`src/rtl/fetch_unit_pkg.sv`:
```
// rtl/fetch_unit_pkg.sv - fetch stage types; FAULT state exists only with JZJCOREF_FETCH_MISALIGN_CHECK_EN
package JZJCoreFTypes;

   localparam logic [31:0] PC_INCREMENT = 32'd4;

`ifdef JZJCOREF_FETCH_MISALIGN_CHECK_EN
   typedef enum logic [2:0] {REQUEST, WAIT, HOLD, DRAIN, FAULT} FetchState_t;
`else
   typedef enum logic [1:0] {REQUEST, WAIT, HOLD, DRAIN} FetchState_t;
`endif

endpackage

```
`src/rtl/fetch_unit_pc_register.sv`:
```
// rtl/fetch_unit_pc_register.sv - program counter with redirect load and +4 advance
module fetch_pc_register
   import JZJCoreFTypes::*;
#(
   parameter logic [31:0] RESET_VECTOR = 32'h00000000
)
(
   input  logic        clock,
   input  logic        reset,
   input  logic        load,
   input  logic [31:0] load_value,
   input  logic        advance,
   output logic [31:0] pc
);

   // load wins over advance so a redirect always beats a same-cycle consume
   always_ff @(posedge clock or negedge reset) begin
      if (!reset)
         pc <= RESET_VECTOR;
      else if (load)
         pc <= load_value;
      else if (advance)
         pc <= pc + PC_INCREMENT;
   end

endmodule

```
`src/rtl/fetch_unit.sv`:
```
// rtl/fetch_unit.sv - instruction fetch FSM and output buffer; optional JZJCOREF_FETCH_MISALIGN_CHECK_EN fault detection
module fetch_unit
   import JZJCoreFTypes::*;
#(
   parameter logic [31:0] RESET_VECTOR = 32'h00000000
)
(
   input  logic        clock,
   input  logic        reset,
   input  logic        redirect,
   input  logic [31:0] redirectTarget,
   output logic        memReqValid,
   input  logic        memReqReady,
   output logic [31:0] memReqAddress,
   input  logic        memRespValid,
   input  logic [31:0] memRespData,
   output logic        instructionValid,
   input  logic        instructionReady,
   output logic [31:0] instruction,
   output logic [31:0] pcOfInstruction
`ifdef JZJCOREF_FETCH_MISALIGN_CHECK_EN
   ,
   output logic        misalignedFetch
`endif
);

   FetchState_t state, state_next;
   logic [31:0] pc;
   logic [31:0] redirect_value;
   logic        capture;
   logic        consume;
   logic        instr_valid_q;
   logic [31:0] instr_q;
   logic [31:0] instr_pc_q;

`ifdef JZJCOREF_FETCH_MISALIGN_CHECK_EN
   logic misaligned;
   logic resp_pending, resp_pending_next;

   assign redirect_value  = redirectTarget;
   assign misaligned      = |redirectTarget[1:0];
   assign misalignedFetch = (state == FAULT);
`else
   assign redirect_value = redirectTarget & ~32'h3;
`endif

   fetch_pc_register #(
      .RESET_VECTOR(RESET_VECTOR)
   ) u_pc (
      .clock     (clock),
      .reset     (reset),
      .load      (redirect),
      .load_value(redirect_value),
      .advance   (consume),
      .pc        (pc)
   );

   assign memReqValid      = (state == REQUEST);
   assign memReqAddress    = pc;
   assign instructionValid = instr_valid_q;
   assign instruction      = instr_q;
   assign pcOfInstruction  = instr_pc_q;

   always_comb begin
      state_next = state;
      capture    = 1'b0;
      consume    = 1'b0;
`ifdef JZJCOREF_FETCH_MISALIGN_CHECK_EN
      resp_pending_next = resp_pending;
      if (memReqValid && memReqReady)
         resp_pending_next = 1'b1;
      else if (memRespValid)
         resp_pending_next = 1'b0;
`endif
      if (redirect) begin
         // a read accepted for the old path must still be drained before refetching
         case (state)
            REQUEST:     state_next = memReqReady ? DRAIN : REQUEST;
            WAIT, DRAIN: state_next = memRespValid ? REQUEST : DRAIN;
`ifdef JZJCOREF_FETCH_MISALIGN_CHECK_EN
            FAULT:       state_next = (resp_pending && !memRespValid) ? DRAIN : REQUEST;
`endif
            default:     state_next = REQUEST;
         endcase
`ifdef JZJCOREF_FETCH_MISALIGN_CHECK_EN
         if (misaligned)
            state_next = FAULT;
`endif
      end else begin
         case (state)
            REQUEST: if (memReqReady) state_next = WAIT;
            WAIT: begin
               if (memRespValid) begin
                  state_next = HOLD;
                  capture    = 1'b1;
               end
            end
            HOLD: begin
               if (instructionReady) begin
                  state_next = REQUEST;
                  consume    = 1'b1;
               end
            end
            DRAIN:   if (memRespValid) state_next = REQUEST;
            default: state_next = state;
         endcase
      end
   end

   always_ff @(posedge clock or negedge reset) begin
      if (!reset) begin
         state         <= REQUEST;
         instr_valid_q <= 1'b0;
         instr_q       <= 32'h0;
         instr_pc_q    <= 32'h0;
`ifdef JZJCOREF_FETCH_MISALIGN_CHECK_EN
         resp_pending  <= 1'b0;
`endif
      end else begin
         state <= state_next;
`ifdef JZJCOREF_FETCH_MISALIGN_CHECK_EN
         resp_pending <= resp_pending_next;
`endif
         if (redirect) begin
            instr_valid_q <= 1'b0;
         end else if (capture) begin
            instr_valid_q <= 1'b1;
            instr_q       <= memRespData;
            instr_pc_q    <= pc;
         end else if (consume) begin
            instr_valid_q <= 1'b0;
         end
      end
   end

endmodule
```
`config.mk`:
```
export PLATFORM = sky130hd
export DESIGN_NAME = fetch_unit
export DESIGN_NICKNAME = d
export VERILOG_FILES = /design/src/rtl/fetch_unit_pkg.sv /design/src/rtl/fetch_unit_pc_register.sv /design/src/rtl/fetch_unit.sv
export SDC_FILE = /design/constraint.sdc
export NUM_CORES = 1
export LEC_CHECK = 0
export CAP_MARGIN = 5
export CORE_MARGIN = 2
export CORE_UTILIZATION = 45
export CTS_BUF_LIST = sky130_fd_sc_hd__clkbuf_8
export CTS_CLUSTER_DIAMETER = 120
export DETAILED_ROUTE_END_ITERATION = 16
export GPL_TIMING_DRIVEN = 0
export PLACE_DENSITY_LB_ADDON = 0.15
export SLEW_MARGIN = 0
export SYNTH_ARGS = -nofsm -noshare
export SYNTH_HDL_FRONTEND = slang
export SYNTH_SLANG_ARGS = --single-unit
```
`constraint.sdc`:
```
create_clock -name clock -period 2.45 [get_ports clock]
set_input_delay 0.6125 -clock clock [delete_from_list [all_inputs] [get_ports clock]]
set_output_delay 0.6125 -clock clock [all_outputs]
set_load 0.05 [all_outputs]
```
==> results.txt, run 1 <==
Total die area: 10500 sq um. The flow ran to the end, and the final reports show no timing, DRC or antenna violations. For the fraction of the core area covered by cells at the end of the flow, the log shows 0.685. The worst voltage drop across the vdd grid is 543 uV.

Clock tree synthesis selected as its root buffer the cell clkbuf_8. Once detail routing completed, the nets flagged for antenna violations numbered 0. The count of input and output buffers was 161.

The floorplan has 35 rows. The transition time of the tightest slew-check pin works out to 0.863 ns. The most critical setup path has its startpoint at u_pc.pc[5].

The tools report the initial core utilization as 0.469. The logs give 0 for the number of antenna violations at the first check in global routing and 139 for the number of DRC markers after the initial detailed-route iteration. The number of enable-type register cells in the synthesized netlist is 0. The commonest register cell after synthesis is dfrtp_1.

For this design, the slowest cell found on the critical path is clkdlybuf4s50_1. The cell depth of the worst flop-to-flop path was 4; the hold buffer count at cts was 0. For the source-to-sink clock delay at the later pin of the worst-skew pair, the log shows 0.36 ns. The type of the worst setup path is reg -> out.

STA classifies the critical path endpoint as an output port. In the synthesized netlist, the cells that appear most often are dfrtp_1 (95), mux2_2 (62), nand2_1 (30). The family with the most delay on the worst path is buffers and inverters. TritonCTS built the clock tree. Summed over all layers, the routed wires come to 11300 microns. Using the TritonRoute via totals, the vias-per-cell ratio works out to 5.30. The switching power as a share of total power works out to 0.457.

The internal portion of the total power is 4.18 mW. Minimum period implied by the final worst setup slack: 2.30 ns. Compared with the post-synthesis result, the final layout area differs by 46.0%.

For the count of synthesis-stage warnings from yosys, the log shows 0. The count of clock tree sinks came out at 95. The number of buffers and inverters on the critical path is 1.

The arrival time of data at the critical path endpoint was 1.69 ns. For the cell area after technology mapping, the log shows 4380 sq um. The first global-routing pass estimated 17500 microns of wire. The worst flop-to-flop path endpoint was u_pc.pc[31].

The repair_antennas step left the layout with diodes totalling 0. The logs give 0.821 for the final weighted congestion in routability-driven placement and 0.39 ns for the reg2reg setup slack. The fraction of post-synthesis cell area in the top cell type by area works out to 0.543. The clock transition at the register clock pins on the worst setup and hold paths after CTS is 0.09 ns. The count of pins over their slew limit was 0.

The iteration count of the initial detailed-routing pass is 4, and the I/O pin count is 168. The post-route fraction of the period consumed by the critical path came out at 0.940. The tools report the clock group share of total power as 0.139.

The worst hold path belongs to the class in -> async. The signal on the critical path passes through clkdlybuf4s50_1. The logs give 0.543 for the sequential element share of the synthesized area and 0.320 for the sequential share of power.

The synthesized design contains 95 register bits. Setup repair after global routing left no endpoint under its margin. For the number of hold-slack violations in the final timing report, the log shows 0.

The netlist uses 53 different library cells. The synthesized area divided by synthesized cell count was 12.1 sq um; the overall global routing resource usage was 0.215. The core box area came out at 9330 sq um. The final net count was 609; the via count of the first global-routing pass was 3473.

The die is 103 microns wide. The detailed router placed 3559 vias in this run. After detailed routing, the number of remaining DRC violations is 0.

The run gives 0.146 ns as the final critical-path setup slack. Counting every instance in the synthesized netlist gives 362. The async set-reset flop share out of synthesis was 1.00. For the final instance count without filler cells, the log shows 671.

Max-cap violations in this run came to 0. The share of cells above drive strength 1 came out at 0.212. For this design the static power due to leakage is 2.61 nW. The combinational power share was 0.540. The logs give 656 for the post-placement cell count and -0.230 ns for the post-placement setup slack. Counting along the longest clock path gives a buffer depth of 2. On the final layout, the worst clock skew is 0.00997 ns. The net load switching power is 3.52 mW. The worst register-to-register path begins at state[0].

By instance count, the leading cell after synthesis is dfrtp_1. Setup violations remaining at the end of the flow were counted as 0. The max-slew headroom at the worst pin is 0.419. At the worst endpoint, the required time is 1.84 ns. Detailed placement ended at an HPWL of 8440 microns. By area the synthesized netlist is led by dfrtp_1 (54%), mux2_2 (16%), nand2_1 (2.6%), a31oi_1 (1.7%), nand3_1 (1.7%). The maximum achievable frequency was 434 MHz; the post-route cell area was 6390 sq um. Entering global routing, the biggest net connects 52 pins. The H-tree was split into 3 levels. On the worst path, the slowest cell contributes a delay of 0.86 ns. Dividing total power by cell area gives a power density of 1200 nW/um^2. Of all nets on the critical path, the largest fanout is 7.

The biggest area contributor in the post-synthesis netlist is dfrtp_1. The leftover overflow at the end of global routing is 0. Final hold analysis gives a worst-case slack of 0.259 ns. The number of clock buffers added by TritonCTS is 9.

After detailed routing, the average wire length per cell comes to 16.9 microns. The worst setup path is launched from a flip-flop. The die height is 103 microns, and the area after detailed placement is 6180 sq um.
-- through the flow --
stage          setup TNS (ns)  power [mW]
5_1_grt                     0        8.02
3_5_place_dp           -12.38        6.69
4_1_cts                     0        7.75
3_3_place_gp          -274.80        6.61
2_1_floorplan               0        5.18
6_report                    0        7.69
-- routing by layer --
metal	vias to the layer above	share of wire	wire length [microns]	global-route usage
met4	0	0.013	145	0.0738
met5	-	0	0	0
met1	1750	0.44	5000	0.290
li1	1673	-	-	-
met3	14	0.060	683	0.0414
met2	122	0.49	5490	0.351
-- state kept, by name (all words and copies together), names as in the netlist --
signal and count:
state 2, instruction 32, pcOfInstruction 30, instructionValid 1
u_pc.pc 30
-- cell type report --
class / instances / area (sq um)
fill: 720 / 2940
sequential: 95 / 2380
multi-input combinational: 240 / 1820
timing repair buffer: 162 / 1640
buffer: 26 / 170
tap: 129 / 161
clock buffer: 11 / 151
clock inverter: 4 / 53.8
inverter: 4 / 15.0
-- cell families after synthesis --
group	synth area share
and+or+nand+nor	0.150
buffers and inverters	0.0423
xor gates and xnor gates	0.0160
DFF	0.543
muxes	0.162
adders and majority gates	0.00286
AOI/OAI and AO/OA	0.0832
other	0.000857
-- cell usage in the layout, fill, tap and decap left out, drive strengths merged, types with 5 or more instances in the layout --
master / synthesis / final
or4: 8 / 8
dfrtp: 95 / 95
o31ai: 5 / 5
o311ai: 8 / 8
mux2: 62 / 62
inv: 4 / 5
nor2: 19 / 19
nand3: 15 / 15
or2: 6 / 6
buf: 19 / 21
clkdlybuf4s50: 0 / 159
clkbuf: 6 / 17
nand2: 30 / 30
nand4: 6 / 6
o21ai: 13 / 13
a31oi: 12 / 12
and4: 6 / 6
-- what timing repair did --
| item | in CTS | in global routing |
|---|---|---|
| endpoints found under the hold margin | 0 | 0 |
| resized for setup | 1 | 0 |
| endpoints found under the setup margin | 1 | 0 |
| setup buffers | 0 | 0 |
-- power groups by stage --
| stage | sequential, mW | clock (mW) | combinational, mW |
|---|---|---|---|
| floorplan | 4.46 | 0 | 0.716 |
| global placement | 2.47 | 0 | 4.14 |
| detailed placement | 2.50 | 0 | 4.19 |
| CTS | 2.47 | 1.09 | 4.19 |
| global route | 2.54 | 1.15 | 4.32 |
| finish | 2.46 | 1.07 | 4.15 |
-- worst max-delay path by stage --
stage                               end  slack, ns  cells after the start
floorplan                   u_pc.pc[18]       0.38                      7
global placement        instruction[28]      -2.79                      1
detailed placement  pcOfInstruction[11]      -0.23                      4
CTS                    memReqAddress[5]       0.13                      1
global route                u_pc.pc[31]       0.05                      5
finish                 memReqAddress[5]       0.15                      1
No activity file was read; power rests on OpenSTA's default activity.
==> run 2: changes to the inputs <==
--- a/config.mk
+++ b/config.mk
@@ -7,7 +7,7 @@
 export LEC_CHECK = 0
 export CAP_MARGIN = 5
 export CORE_MARGIN = 2
-export CORE_UTILIZATION = 45
+export CORE_UTILIZATION = 46
 export CTS_BUF_LIST = sky130_fd_sc_hd__clkbuf_8
 export CTS_CLUSTER_DIAMETER = 120
 export DETAILED_ROUTE_END_ITERATION = 16
@@ -16,4 +16,5 @@
 export SLEW_MARGIN = 0
 export SYNTH_ARGS = -nofsm -noshare
 export SYNTH_HDL_FRONTEND = slang
+export SYNTH_HIERARCHICAL = 1
 export SYNTH_SLANG_ARGS = --single-unit
==> results.txt, run 2 <==
The run finished with clean final reports. The library cell with the highest instance count after synthesis is dfrtp_1. The count of cell types in the netlist is 37 (-30%). The leakage component of the power is 2.61 nW (-0.16%), and the count of pins over their slew limit is 0 (unchanged). The required time at the worst-slack endpoint came out at 2.73 ns (+0.89 ns).

The count of antenna diodes in the layout is 0 (unchanged), and the post-route fraction of the period consumed by the critical path is 0.972 (+0.0312). The run gives 0.539 (about the same) as the combinational power share. Met2 usage in global routing: 0.351 (about the same). The fraction of the core area covered by cells at the end of the flow was 0.706 (+0.0215); the leftover overflow at the end of global routing was 0 (unchanged).

The tree is rooted in a clkbuf_8. The synthesis-to-layout area growth is 48.7%, and the post-placement cell count is 650 (-0.91%). The max-slew headroom at the worst pin was 0.568 (+0.149); the I/O pin count was 168 (unchanged). Family with the most delay on the worst path: simple AND/OR/NAND/NOR gates. The number of enable-type register cells in the synthesized netlist is 0 (unchanged).

The sequential element share of the synthesized area is 0.564 (+0.0209), and the synthesized netlist cell count is 354 (-2.2%). The via count was 3511 (-1.3%). The number of buffers and inverters on the critical path is 3 (+2), and the first-pass GRT wire length is 17300 microns (-1.1%). STA classifies the critical path endpoint as a flip-flop. Post-placement setup slack: -0.838 ns (-0.608 ns). The logs give 611 (+0.33%) for the final net count and 4 (unchanged) for the iteration count of the initial detailed-routing pass. The count of synthesis-stage warnings from yosys was 6 (+6); the total number of placement rows was 35 (unchanged). The cell internal power dissipation came out at 4.27 mW (+2.3%). Traced cell by cell, the critical path runs through clkdlybuf4s15_2, nand2_4, nor3_4, buf_6, nand4_4, buf_6, or4b_4, or4_1, a31oi_1. Arrival time of data at the critical path endpoint: 2.66 ns (+0.97 ns). The tools report the overall routed net length as 10800 microns (-4.4%). The nature of the critical path startpoint was an input pin.

The most frequent standard cell in the layout excluding fill and tap cells was clkdlybuf4s50_1. The total die area was 10300 sq um (-1.8%). The clock transition at the register clock pins on the worst setup and hold paths after CTS was 0.11 ns (+0.02 ns). The source-to-sink clock delay at the later pin of the worst-skew pair came out at 0.36 ns (about the same). The slowest stage of the critical path is the or4b_4 cell.

The initial core utilization was 0.475 (+0.00607). The overall global routing resource usage is 0.215 (-0.000456), and the share of cells above drive strength 1 is 0.121 (-0.0911). The tools report the pin count of the biggest net entering global routing as 52 (unchanged). The worst hold slack across all endpoints was 0.255 ns (-0.00405 ns); the synthesized area divided by synthesized cell count was 12.4 sq um (+2.6%). The run gives 420 MHz (-3.2%) as the maximum achievable frequency.

The switching power as a share of total power was 0.467 (+0.00944); the worst voltage drop across the vdd grid was 811 uV (+49%). The async set-reset flop share out of synthesis was 1.00 (unchanged); the count of input and output buffers was 165 (+2.5%). Final setup violation count: 0 (unchanged). The transition time of the tightest slew-check pin came out at 0.648 ns (-0.215 ns). The minimum period implied by the final worst setup slack was 2.38 ns (+0.0765 ns). In the layout the commonest cells are clkdlybuf4s50_1 (161), dfrtp_1 (95), mux2_1 (49). The highest cell delay on the worst timing path is 0.56 ns (-0.30 ns).

The largest area contributor in the synthesized netlist was dfrtp_1. The number of DRC markers after the initial detailed-route iteration is 85 (-39%), and the final instance count without filler cells is 674 (+0.45%). The run gives 2 (unchanged) as the maximum number of buffers from clock root to sink.

The run gives 0.0683 (+0.0270) as the met3 usage in global routing. For the number of hold-slack violations in the final timing report, the log shows 0 (unchanged). The maximum net fanout on the critical path came out at 5 (-2). TritonCTS built the clock tree. For the clock group share of total power, the log shows 0.136 (-0.003).

The die height came out at 102 microns (-0.89%). The run gives 0 ns (unchanged) as the post-route setup TNS. The number of register bits inferred by synthesis was 99 (+4.2%); the fraction of post-synthesis cell area in the top cell type by area was 0.564 (+0.0209).

For this run, the leading register cell type out of synthesis is dfrtp_1. Net load switching power: 3.74 mW (+6.3%). The final weighted congestion in routability-driven placement came out at 0.810 (-1.4%). The tools report the number of antenna violations at the first check in global routing as 0 (unchanged).

For the final critical-path setup slack, the log shows 0.0696 ns (-0.0765 ns). Global routing's busiest layer: met2. For the core box area, the log shows 9240 sq um (-0.94%). The tools report the count of clock tree sinks as 99 (+4.2%).

The run gives 3607 (+3.9%) as the via count of the first global-routing pass. By instance count, the cell type seen most on the critical path is buf_6. For the number of design rule violations left after detail routing, the log shows 0 (unchanged). Path class of the lowest-slack min-delay path: in -> async.

Sorting the synthesized cells by area gives the leading types as dfrtp_1 (56%), mux2_1 (13%), mux2_2 (4.4%), nand2_1 (2.2%), o21ai_0 (2.1%). The via density per instance is 5.21 (-1.8%), and the number of fill cells is 685 (-4.9%). The run gives 0 (unchanged) as the hold buffer count at cts. The tools report the cell area after technology mapping as 4390 sq um (+0.34%). The mean routed wirelength per cell is 16.1 microns (-4.8%). Post-DP HPWL: 7850 microns (-7.0%). The number of maximum-capacitance constraint violations came out at 0 (unchanged).

The power per cell area works out to 1230 nW/um^2 (+1.9%). The run gives 9 (unchanged) as the TritonCTS buffer count. The sequential share of power was 0.325 (+0.005). The commonest cells after synthesis are dfrtp_1 (99), mux2_1 (49), nand2_1 (26). The run gives 0 (unchanged) as the remaining number of nets flagged by the antenna check after routing.

The die span in x is 102 microns (-0.89%). The type of the worst setup path was in -> reg. The number of H-tree levels is 3 (unchanged), and the post-route clock skew is 0.0129 ns (+0.00296 ns).

The met1 layer usage reported by global route came out at 0.269 (-0.0211). Setup repair after global routing could not meet its margin everywhere.
==> run 2: path summary, 6_finish.rpt <==
path	from	to	slack [ns]	depth (start not counted)
hold / removal	reset	pcOfInstruction[24]	0.26	1
hold reg to reg	pcOfInstruction[23]	pcOfInstruction[23]	0.49	1
min in group clock	pcOfInstruction[23]	pcOfInstruction[23]	0.49	1
setup / recovery	instructionReady	u_pc/pc[29]	0.07	9
max in group asynchronous	reset	u_pc/pc[3]	1.51	2
setup reg to reg	state[0]	u_pc/pc[29]	0.09	7
==> run 2: cell type report <==
| type | count | area, sq um | area share |
|---|---|---|---|
| Sequential cell | 99 | 2480 | 0.380 |
| Multi-Input combinational cell | 233 | 1800 | 0.276 |
| Timing Repair Buffer | 174 | 1730 | 0.265 |
| Tap cell | 129 | 161 | 0.0247 |
| Buffer | 19 | 134 | 0.0205 |
| Clock buffer | 9 | 124 | 0.0190 |
| Clock inverter | 7 | 80.1 | 0.0123 |
| Inverter | 4 | 15.0 | 0.00230 |
==> run 2: stage by stage <==
stage / instance area, sq um / total power [mW]
final: 6530 / 8.01
after global routing: 6530 / 8.37
after CTS: 6460 / 8.05
after detailed placement: 6260 / 6.94
after global placement: 6230 / 6.86
after floorplan: 4420 / 5.36
==> run 2: kinds of logic after synthesis <==
logic type	share of synthesized area
xor gates and xnor gates	0.0299
muxes	0.172
other	0.000854
buffers and inverters	0.0331
AOI/OAI and AO/OA	0.0695
DFF	0.564
and+or+nand+nor	0.128
adders and majority gates	0.00285
==> run 2: power by group through the flow <==
| stage | clock (mW) | combinational [mW] | sequential (mW) |
|---|---|---|---|
| floorplan | 0 | 0.704 | 4.66 |
| global placement | 0 | 4.26 | 2.60 |
| detailed placement | 0 | 4.30 | 2.64 |
| CTS | 1.12 | 4.31 | 2.62 |
| global route | 1.19 | 4.50 | 2.68 |
| finish | 1.09 | 4.32 | 2.60 |
==> run 2: what timing repair did <==
item                                    in CTS  in global routing
gates cloned                                 0                  0
endpoints found under the hold margin        0                  0
setup buffers                                0                  8
endpoints found under the setup margin      16                  5
gates resized for setup                     13                  2
pin swaps                                    0                  2
==> run 2: worst reg2reg max path: stages, from the launching register on <==
cell	delay, ns
dfrtp_2	0.45
nor3_4	0.19
buf_6	0.13
nand4_4	0.11
buf_6	0.15
or4b_4	0.56
or4_1	0.51
a31oi_1	0.18
==> run 2: layer usage <==
| metal | vias to the layer above | routed length (microns) |
|---|---|---|
| met4 | 0 | 214 |
| met2 | 129 | 5280 |
| met5 | - | 0 |
| li1 | 1658 | - |
| met3 | 19 | 886 |
| met1 | 1705 | 4440 |
